$ cat src/rtl/gon_pkg.sv
// rtl/gon_pkg.sv - shared types and defaults for the tagged multicast bus transmitter
package gon_pkg;

    localparam int GON_TAG_WIDTH  = 4;
    localparam int GON_DATA_WIDTH = 64;

    typedef struct packed {
        logic [GON_TAG_WIDTH-1:0]  tag;
        logic [GON_DATA_WIDTH-1:0] data;
    } gon_pkt_t;

    typedef enum logic {
        IDLE = 1'b0,
        SEND = 1'b1
    } gon_tx_state_e;

endpackage

$ cat src/rtl/gon_pkt_fifo.sv
// rtl/gon_pkt_fifo.sv - synchronous packet FIFO with wrap-bit full/empty detection
//   clk, rst_n      : clock, asynchronous active-low reset
//   push, push_pkt  : write strobe and packet (ignored when full)
//   pop             : advance read pointer (ignored when empty)
//   head            : oldest stored packet
//   full, empty     : occupancy flags
module gon_pkt_fifo
    import gon_pkg::*;
#(
    parameter int  FIFO_DEPTH = 4,
    parameter type pkt_t      = gon_pkt_t
) (
    input  logic clk,
    input  logic rst_n,
    input  logic push,
    input  pkt_t push_pkt,
    input  logic pop,
    output pkt_t head,
    output logic full,
    output logic empty
);

    localparam int ADDR_W = $clog2(FIFO_DEPTH);

    pkt_t              mem [FIFO_DEPTH];
    logic [ADDR_W:0]   wr_ptr;
    logic [ADDR_W:0]   rd_ptr;

    // Pointers carry one extra wrap bit: equal pointers mean empty, equal
    // addresses with differing wrap bits mean full.
    assign empty = (wr_ptr == rd_ptr);
    assign full  = (wr_ptr[ADDR_W] != rd_ptr[ADDR_W]) &&
                   (wr_ptr[ADDR_W-1:0] == rd_ptr[ADDR_W-1:0]);
    assign head  = mem[rd_ptr[ADDR_W-1:0]];

    always_ff @(posedge clk) begin
        if (push && !full) begin
            mem[wr_ptr[ADDR_W-1:0]] <= push_pkt;
        end
    end

    always_ff @(posedge clk or negedge rst_n) begin
        if (!rst_n) begin
            wr_ptr <= '0;
            rd_ptr <= '0;
        end else begin
            if (push && !full) begin
                wr_ptr <= wr_ptr + (ADDR_W + 1)'(1);
            end
            if (pop && !empty) begin
                rd_ptr <= rd_ptr + (ADDR_W + 1)'(1);
            end
        end
    end

endmodule

$ cat src/rtl/gon_tag_tx.sv
// rtl/gon_tag_tx.sv - bus-side transmitter: buffers (tag, data) packets and drives them onto the multicast bus
//   link_clk, reset         : bus clock, asynchronous active-low reset
//   in_data/in_tag/in_valid : upstream packet, accepted when in_ready is high
//   in_ready                : buffer has room
//   data_out/tag_out        : registered bus payload, zero when idle
//   enable_out              : bus packet valid
//   ready_in                : combined ready of all multicast controllers
//   busy                    : packet buffered or on the bus
//   stall_timeout           : sticky flag, bus held without ready for STALL_LIMIT cycles
//   sent_count              : completed bus transfers, wrapping at 2^16
module gon_tag_tx
    import gon_pkg::*;
#(
    parameter int DATA_WIDTH  = GON_DATA_WIDTH,
    parameter int TAG_WIDTH   = GON_TAG_WIDTH,
    parameter int FIFO_DEPTH  = 4,
    parameter int STALL_LIMIT = 255
) (
    input  logic                  link_clk,
    input  logic                  reset,
    input  logic [DATA_WIDTH-1:0] in_data,
    input  logic [TAG_WIDTH-1:0]  in_tag,
    input  logic                  in_valid,
    output logic                  in_ready,
    output logic [DATA_WIDTH-1:0] data_out,
    output logic [TAG_WIDTH-1:0]  tag_out,
    output logic                  enable_out,
    input  logic                  ready_in,
    output logic                  busy,
    output logic                  stall_timeout,
    output logic [15:0]           sent_count
);

    typedef struct packed {
        logic [TAG_WIDTH-1:0]  tag;
        logic [DATA_WIDTH-1:0] data;
    } pkt_t;

    localparam logic [15:0] STALL_MAX = 16'(STALL_LIMIT);

    gon_tx_state_e state_q;
    gon_tx_state_e state_d;

    pkt_t        in_pkt;
    pkt_t        head_pkt;
    logic        fifo_full;
    logic        fifo_empty;
    logic        push;
    logic        pop;
    logic        load;
    logic        clear;
    logic        xfer;
    logic [15:0] stall_cnt_q;

    assign in_pkt     = '{tag: in_tag, data: in_data};
    assign in_ready   = !fifo_full;
    assign push       = in_valid && in_ready;
    assign enable_out = (state_q == SEND);
    assign xfer       = enable_out && ready_in;
    assign busy       = enable_out || !fifo_empty;

    gon_pkt_fifo #(
        .FIFO_DEPTH (FIFO_DEPTH),
        .pkt_t      (pkt_t)
    ) u_fifo (
        .clk      (link_clk),
        .rst_n    (reset),
        .push     (push),
        .push_pkt (in_pkt),
        .pop      (pop),
        .head     (head_pkt),
        .full     (fifo_full),
        .empty    (fifo_empty)
    );

    always_comb begin
        state_d = state_q;
        load    = 1'b0;
        pop     = 1'b0;
        clear   = 1'b0;
        case (state_q)
            IDLE: begin
                if (!fifo_empty) begin
                    load    = 1'b1;
                    pop     = 1'b1;
                    state_d = SEND;
                end
            end
            SEND: begin
                if (ready_in) begin
                    // Chain straight into the next buffered packet so a
                    // continuously ready bus carries one packet per cycle.
                    if (!fifo_empty) begin
                        load = 1'b1;
                        pop  = 1'b1;
                    end else begin
                        clear   = 1'b1;
                        state_d = IDLE;
                    end
                end
            end
            default: begin
                clear   = 1'b1;
                state_d = IDLE;
            end
        endcase
    end

    always_ff @(posedge link_clk or negedge reset) begin
        if (!reset) begin
            state_q  <= IDLE;
            data_out <= '0;
            tag_out  <= '0;
        end else begin
            state_q <= state_d;
            if (load) begin
                data_out <= head_pkt.data;
                tag_out  <= head_pkt.tag;
            end else if (clear) begin
                data_out <= '0;
                tag_out  <= '0;
            end
        end
    end

    always_ff @(posedge link_clk or negedge reset) begin
        if (!reset) begin
            sent_count <= '0;
        end else if (xfer) begin
            sent_count <= sent_count + 16'd1;
        end
    end

    // The flag sets on the edge that brings the count to STALL_MAX; the
    // counter then saturates so it never wraps back under the limit.
    always_ff @(posedge link_clk or negedge reset) begin
        if (!reset) begin
            stall_cnt_q   <= '0;
            stall_timeout <= 1'b0;
        end else if (enable_out && !ready_in) begin
            if (stall_cnt_q != STALL_MAX) begin
                stall_cnt_q <= stall_cnt_q + 16'd1;
            end
            if (stall_cnt_q >= STALL_MAX - 16'd1) begin
                stall_timeout <= 1'b1;
            end
        end else begin
            stall_cnt_q <= '0;
        end
    end

endmodule

$ cat config.mk
export PLATFORM = sky130hd
export DESIGN_NAME = gon_tag_tx
export DESIGN_NICKNAME = d
export VERILOG_FILES = /design/src/rtl/gon_pkg.sv /design/src/rtl/gon_pkt_fifo.sv /design/src/rtl/gon_tag_tx.sv
export SDC_FILE = /design/constraint.sdc
export NUM_CORES = 1
export LEC_CHECK = 0
export CORE_UTILIZATION = 45
export CTS_CLUSTER_SIZE = 12
export DETAILED_ROUTE_END_ITERATION = 7
export PLACE_DENSITY = 0.78
export SLEW_MARGIN = 20
export SYNTH_ARGS = -nofsm -noshare
export SYNTH_HDL_FRONTEND = slang
export SYNTH_SLANG_ARGS = --single-unit
export TNS_END_PERCENT = 50
$ cat constraint.sdc
create_clock -name link_clk -period 5.9 [get_ports link_clk]
set_input_delay 1.77 -clock link_clk [delete_from_list [all_inputs] [get_ports link_clk]]
set_output_delay 1.77 -clock link_clk [all_outputs]
set_load 0.02 [all_outputs]
---- Yosys cells after proc, flatten, opt, wreduce, memory -nomap -nowiden ----
Memories as Yosys holds them, arrays and structs flattened.
Cells that the tools add are included.
word-level totals
  register bits after elaboration ......... 108
  RAM bits ................................ 272
  input bits .............................. 72
  output and inout port bits .............. 88
  word-level logic and storage cells ...... 48
  memories ................................ 1
operators by class
  add/sub/neg operators ................... 4
  magnitude comparators ................... 1
  eq/ne operators ......................... 5
  muxes and demuxes ....................... 16
  bitwise logic cells ..................... 1
  reductions and logical operators ........ 12
memories
  name        words  bits a word  read ports  clocked after Yosys merged registers in  write ports  RTL line            RTL
  u_fifo.mem  4      68           1           0                                        1            gon_pkt_fifo.sv:25  pkt_t mem [FIFO_DEPTH];
operator list
  operator               count
  $mux 64                2
  $add 16x1->16 const B  2
  $mux 16                2
  $ge 16x8->1 const B    1
  $ne 16x8->1 const B    1
  $mux 1                 8
  $mux 4                 2
  $add 3x1->3 const B    2
  $logic_and 1x1->1      6
  $pmux 1 s2             2
  $eq 3x3->1             1
  $logic_not 1->1        3
  $eq 2x2->1             1
  $ne 2x1->1 const B     1
  $reduce_and 2->1       1
  $reduce_bool 2->1      1
  $logic_or 1x1->1       1
  $ne 1x1->1             1
  $not 1->1              1

---- Longest topological paths before layout ----
  depth after elaboration ................. 7
  mapped depth ............................ 7
  depth with buffers taken out ............ 5

---- Cells and area by module ----
Synthesis repeated with hierarchy kept, for this count alone.
unflattened totals
  cells, all modules ...................... 724
  area, all modules ....................... 14,350.0 um^2
modules (own cells, without submodules)
  module        instances  cells an instance  area an instance (um^2)  sequential area each (um^2)
  gon_pkt_fifo  1          406                10,303.6                 8,318.0
  gon_tag_tx    1          318                4,046.4                  2,552.4

---- Least setup slack after synthesis ----
No wires, ideal clock.
  path type ............................... input port to flip-flop
  from .................................... input port in_valid
  to ...................................... memory u_fifo.mem[3][0] (netlist bit) (enable)
  setup time .............................. 0.435 ns
  arrival time ............................ 3.444 ns
  setup slack ............................. 2.020 ns
  stages on the path ...................... 1
  path buffers ............................ 0
  path through ............................ and3_1
between the ends
  cells in the longest elaborated chain, start to end .. 4
RTL lines
  item                          RTL line            RTL
  start, declared               gon_tag_tx.sv:23    input logic in_valid,
  $logic_and 1x1->1             gon_tag_tx.sv:57    assign push = in_valid && in_ready;
  $logic_and 1x1->1             gon_pkt_fifo.sv:37  if (push && !full) begin
  $mux 1                        gon_pkt_fifo.sv:37
  $mux 1 (not written as such)  gon_pkt_fifo.sv:38  mem[wr_ptr[ADDR_W-1:0]] <= push_pkt;
  end, declared                 gon_pkt_fifo.sv:25
Every way passes these cells.

---- Worst setup path in the final report ----
  from .................................... register u_fifo.rd_ptr[0]
  to ...................................... output port in_ready
between the ends
  cells in the longest elaborated chain, start to end .. 3
RTL lines
  item                    RTL line            RTL
  start, declared         gon_pkt_fifo.sv:27  logic [ADDR_W:0] rd_ptr;
  start signal, assigned  gon_pkt_fifo.sv:51  rd_ptr <= rd_ptr + (ADDR_W + 1)'(1);
  $eq 2x2->1              gon_pkt_fifo.sv:33  (wr_ptr[ADDR_W-1:0] == rd_ptr[ADDR_W-1:0]);
  $logic_and 1x1->1       gon_pkt_fifo.sv:32  assign full = (wr_ptr[ADDR_W] != rd_ptr[ADDR_W]) &&
  $logic_not 1->1         gon_tag_tx.sv:56    assign in_ready = !fifo_full;
  end, declared           gon_tag_tx.sv:24    output logic in_ready,
Every way passes these cells.

==> impl_metrics.env <==
export IMPL_post_dp_cell_area_mm2=0.01621
export IMPL_synth_seq_area_share=0.7628
export IMPL_min_from="sent_count[15]"
export IMPL_die_area_mm2=0.03238
export IMPL_final_util=0.5640
export IMPL_drt_pass1_iter_count=8
export IMPL_io_pins=160
export IMPL_r2r_start="u_fifo.rd_ptr[0]"
export IMPL_drive_gt1_frac=0.1659
export IMPL_viasPerCell=5.566
export IMPL_min_period_ps=4427
export IMPL_drt_total_wl_mm=27.99
export IMPL_final_nets=949
export IMPL_crit_type="register to output pin"
export IMPL_slew_headroom=0.2701
export IMPL_grt_max_degree=75
export IMPL_fmax_ghz=0.2259
export IMPL_cts_htree_levels=2
export IMPL_synth_cell_area_mm2=0.01425
export IMPL_startpoint_type="register"
export IMPL_cts_tree="built"
export IMPL_clk_latency_ps=530
export IMPL_syn_inst=695
export IMPL_ff_latch_area_mm2=0.01088
export IMPL_tightestPinTransition_ps=1095
export IMPL_routedWlPerCell_um=21.60
export IMPL_ctsLongestPathBuffers=3
export IMPL_setup_violations=0
export IMPL_nFillCells=2318
export IMPL_netlist_area_leader_share=0.5732
export IMPL_ff2ff_setup_slack_ps=3070
export IMPL_num_rows=64
export IMPL_hpwl_mm=15.84
export IMPL_synth_cell_types=45
export IMPL_die_height_um=180.0
export IMPL_fin_tns_setup_ps=0
export IMPL_hold_buffers=0
export IMPL_cellLeakagePower_uw=0.006231
export IMPL_critPathMaxFanout=34
export IMPL_grt_pass1_vias=7673
export IMPL_maxCapViolCount=0
export IMPL_synth_top_cells_by_area="edfxtp_1, dfrtp_1, mux4_2"
export IMPL_drtAntennaViolNets=0
export IMPL_synth_largest_area_cell="edfxtp_1"
export IMPL_worst_setup_path_end_kind="output pin"
export IMPL_clk_pin_slew_worst_paths_ps=60
export IMPL_cts_resized_gates=0
export IMPL_status="finished, violations left"
export IMPL_gp_congestion=0.8239
export IMPL_holdPathStages=1
export IMPL_post_cts_buffers=0
export IMPL_min_to="sent_count[15]"
export IMPL_antenna_found_initial=2
export IMPL_port_buffers=159
export IMPL_areaGrowthSynthToFinish_pct=22.34
export IMPL_grt_overflow=0
export IMPL_track_usage=0.1784
export IMPL_die_x_um=180.0
export IMPL_powerDensity_mw_per_mm2=523.4
export IMPL_finalMaxSlewViolations=0
export IMPL_holdWs_ps=469.4
export IMPL_clkSinkCount=380
export IMPL_synth_yosys_warnings=0
export IMPL_worstReg2RegEnd="u_fifo.mem[0][60]"
export IMPL_min_period_over_period=0.7503
export IMPL_grt_setup_unrepaired="no"
export IMPL_first_iter_violations=465
export IMPL_hold_viol=0
export IMPL_worst_endpoint_required_ps=4130
export IMPL_grt_pass1_wl_mm=44.08
export IMPL_ff2ff_path_depth=3
export IMPL_multiInputGateArea_mm2=0.003196
export IMPL_critical_path_arrival_ps=2660
export IMPL_postLayoutCellArea_mm2=0.01743
export IMPL_max_vdd_ir_drop_mv=0.3446
export IMPL_violations="design-rule violations"
export IMPL_core_area_mm2=0.03091
export IMPL_ys_ff_latch=380
export IMPL_drc=26
export IMPL_clockRootBuffer="clkbuf_16"
export IMPL_start_util=0.4610
export IMPL_via_count=7213
export IMPL_hp_class="register to register"
export IMPL_cts_buffers=39
export IMPL_syn_area_per_cell_um2=20.50
export IMPL_synth_nets=775
export IMPL_finClkSkew_ps=10.87
## critical path: stages, from the launching register on
cell and delay [ps]:
dfrtp_4 910, xnor2_2 240, nand3b_1 280, clkdlybuf4s50_1 690
## synthesized netlist by cell type, drive strengths merged
library cell,count
or2,1
nand4,10
a31o,1
nand4b,1
ha,8
and3,8
nor2b,1
nand2,17
o41ai,1
nand3,13
mux2i,2
clkbuf,11
nor4,5
a22o,68
a21o,2
dfrtp,108
a211oi,2
inv,5
buf,22
xor2,8
or3,1
mux2,3
a31oi,3
nor2,14
a311oi,1
and2,2
mux4,68
a21oi,4
nand3b,1
nor3,2
edfxtp,272
or3b,1
nand2b,3
and4,3
o21ai,2
xnor2,21
## cells in the final DEF (no fill, tap or decap), types with 8 or more instances in the layout
cell | Yosys | final
edfxtp_1 | 272 | 272
clkdlybuf4s50_1 | 0 | 158
dfrtp_1 | 108 | 106
mux4_2 | 68 | 68
a22o_1 | 68 | 68
clkbuf_16 | 0 | 39
clkbuf_1 | 10 | 21
xnor2_1 | 18 | 18
nand2_1 | 16 | 16
nor2_1 | 14 | 14
nand3_1 | 12 | 12
nand4_1 | 9 | 9
xor2_1 | 8 | 8
ha_1 | 8 | 8
## routing by layer
| metal | part of all wire | vias up | global-route usage |
|---|---|---|---|
| li1 | - | 3164 | - |
| met1 | 0.42 | 3741 | 0.2433 |
| met2 | 0.49 | 264 | 0.2898 |
| met3 | 0.068 | 44 | 0.03748 |
| met4 | 0.021 | 0 | 0.05414 |
| met5 | 0 | - | 0 |
## final cells by class
class	count	area share
antenna	2	0.0002871
clock buffer	62	0.06208
clock inverter	8	0.004593
inverter	5	0.001077
multi-input combinational	277	0.1833
sequential	380	0.6240
tap	396	0.02842
timing repair buffer	166	0.09625
## how the worst max path moves through the flow
| stage | start | to | slack (ps) | cells after the start |
|---|---|---|---|---|
| floorplan | in_valid | u_fifo.mem[3][0] | 2020 | 1 |
| global placement | ready_in | data_out[46] | 1890 | 4 |
| detailed placement | ready_in | data_out[50] | 1830 | 4 |
| CTS | u_fifo.rd_ptr[0] | in_ready | 1410 | 3 |
| global route | u_fifo.rd_ptr[0] | in_ready | 1290 | 3 |
| finish | u_fifo.rd_ptr[0] | in_ready | 1470 | 3 |
## report_power, final
part | internal [uW] | switching [uW] | leakage, uW
Clock | 1270 | 967 | 0.000562
Combinational | 1390 | 1420 | 0.00182
Sequential | 3660 | 421 | 0.00385
Total | 6310 | 2810 | 0.00623
## registers in the layout, summed over array words and instances, names as in the netlist
signal	flops
stall_cnt_q	16
tag_out	4
u_fifo.rd_ptr	3
u_fifo.wr_ptr	3
data_out	64
stall_timeout	1
sent_count	16
enable_out	1
u_fifo.mem	272
## per-stage QoR
stage | power [uW] | cells | setup WS [ps]
finish | 9125 | 1296 | 1473
floorplan | 5873 | 695 | 2020
detailed placement | 6955 | 1222 | 1828
CTS | 9213 | 1292 | 1415
global placement | 6875 | 1222 | 1893
global route | 9560 | 1294 | 1287
## logic make-up (layout without fill, tap and decap cells)
group / Yosys count / in the layout / share of synthesized area
flip-flops: 380 / 380 / 0.7628
AO/OA/AOI/OAI: 84 / 84 / 0.05022
AND/OR/NAND/NOR: 83 / 83 / 0.03460
multiplexers: 73 / 73 / 0.1112
buffers and inverters: 38 / 241 / 0.01466
XOR/XNOR: 29 / 29 / 0.01941
adder cells (fa/ha/maj): 8 / 8 / 0.007025
other: 0 / 2 / 0
(Power assumes the default switching activity.)
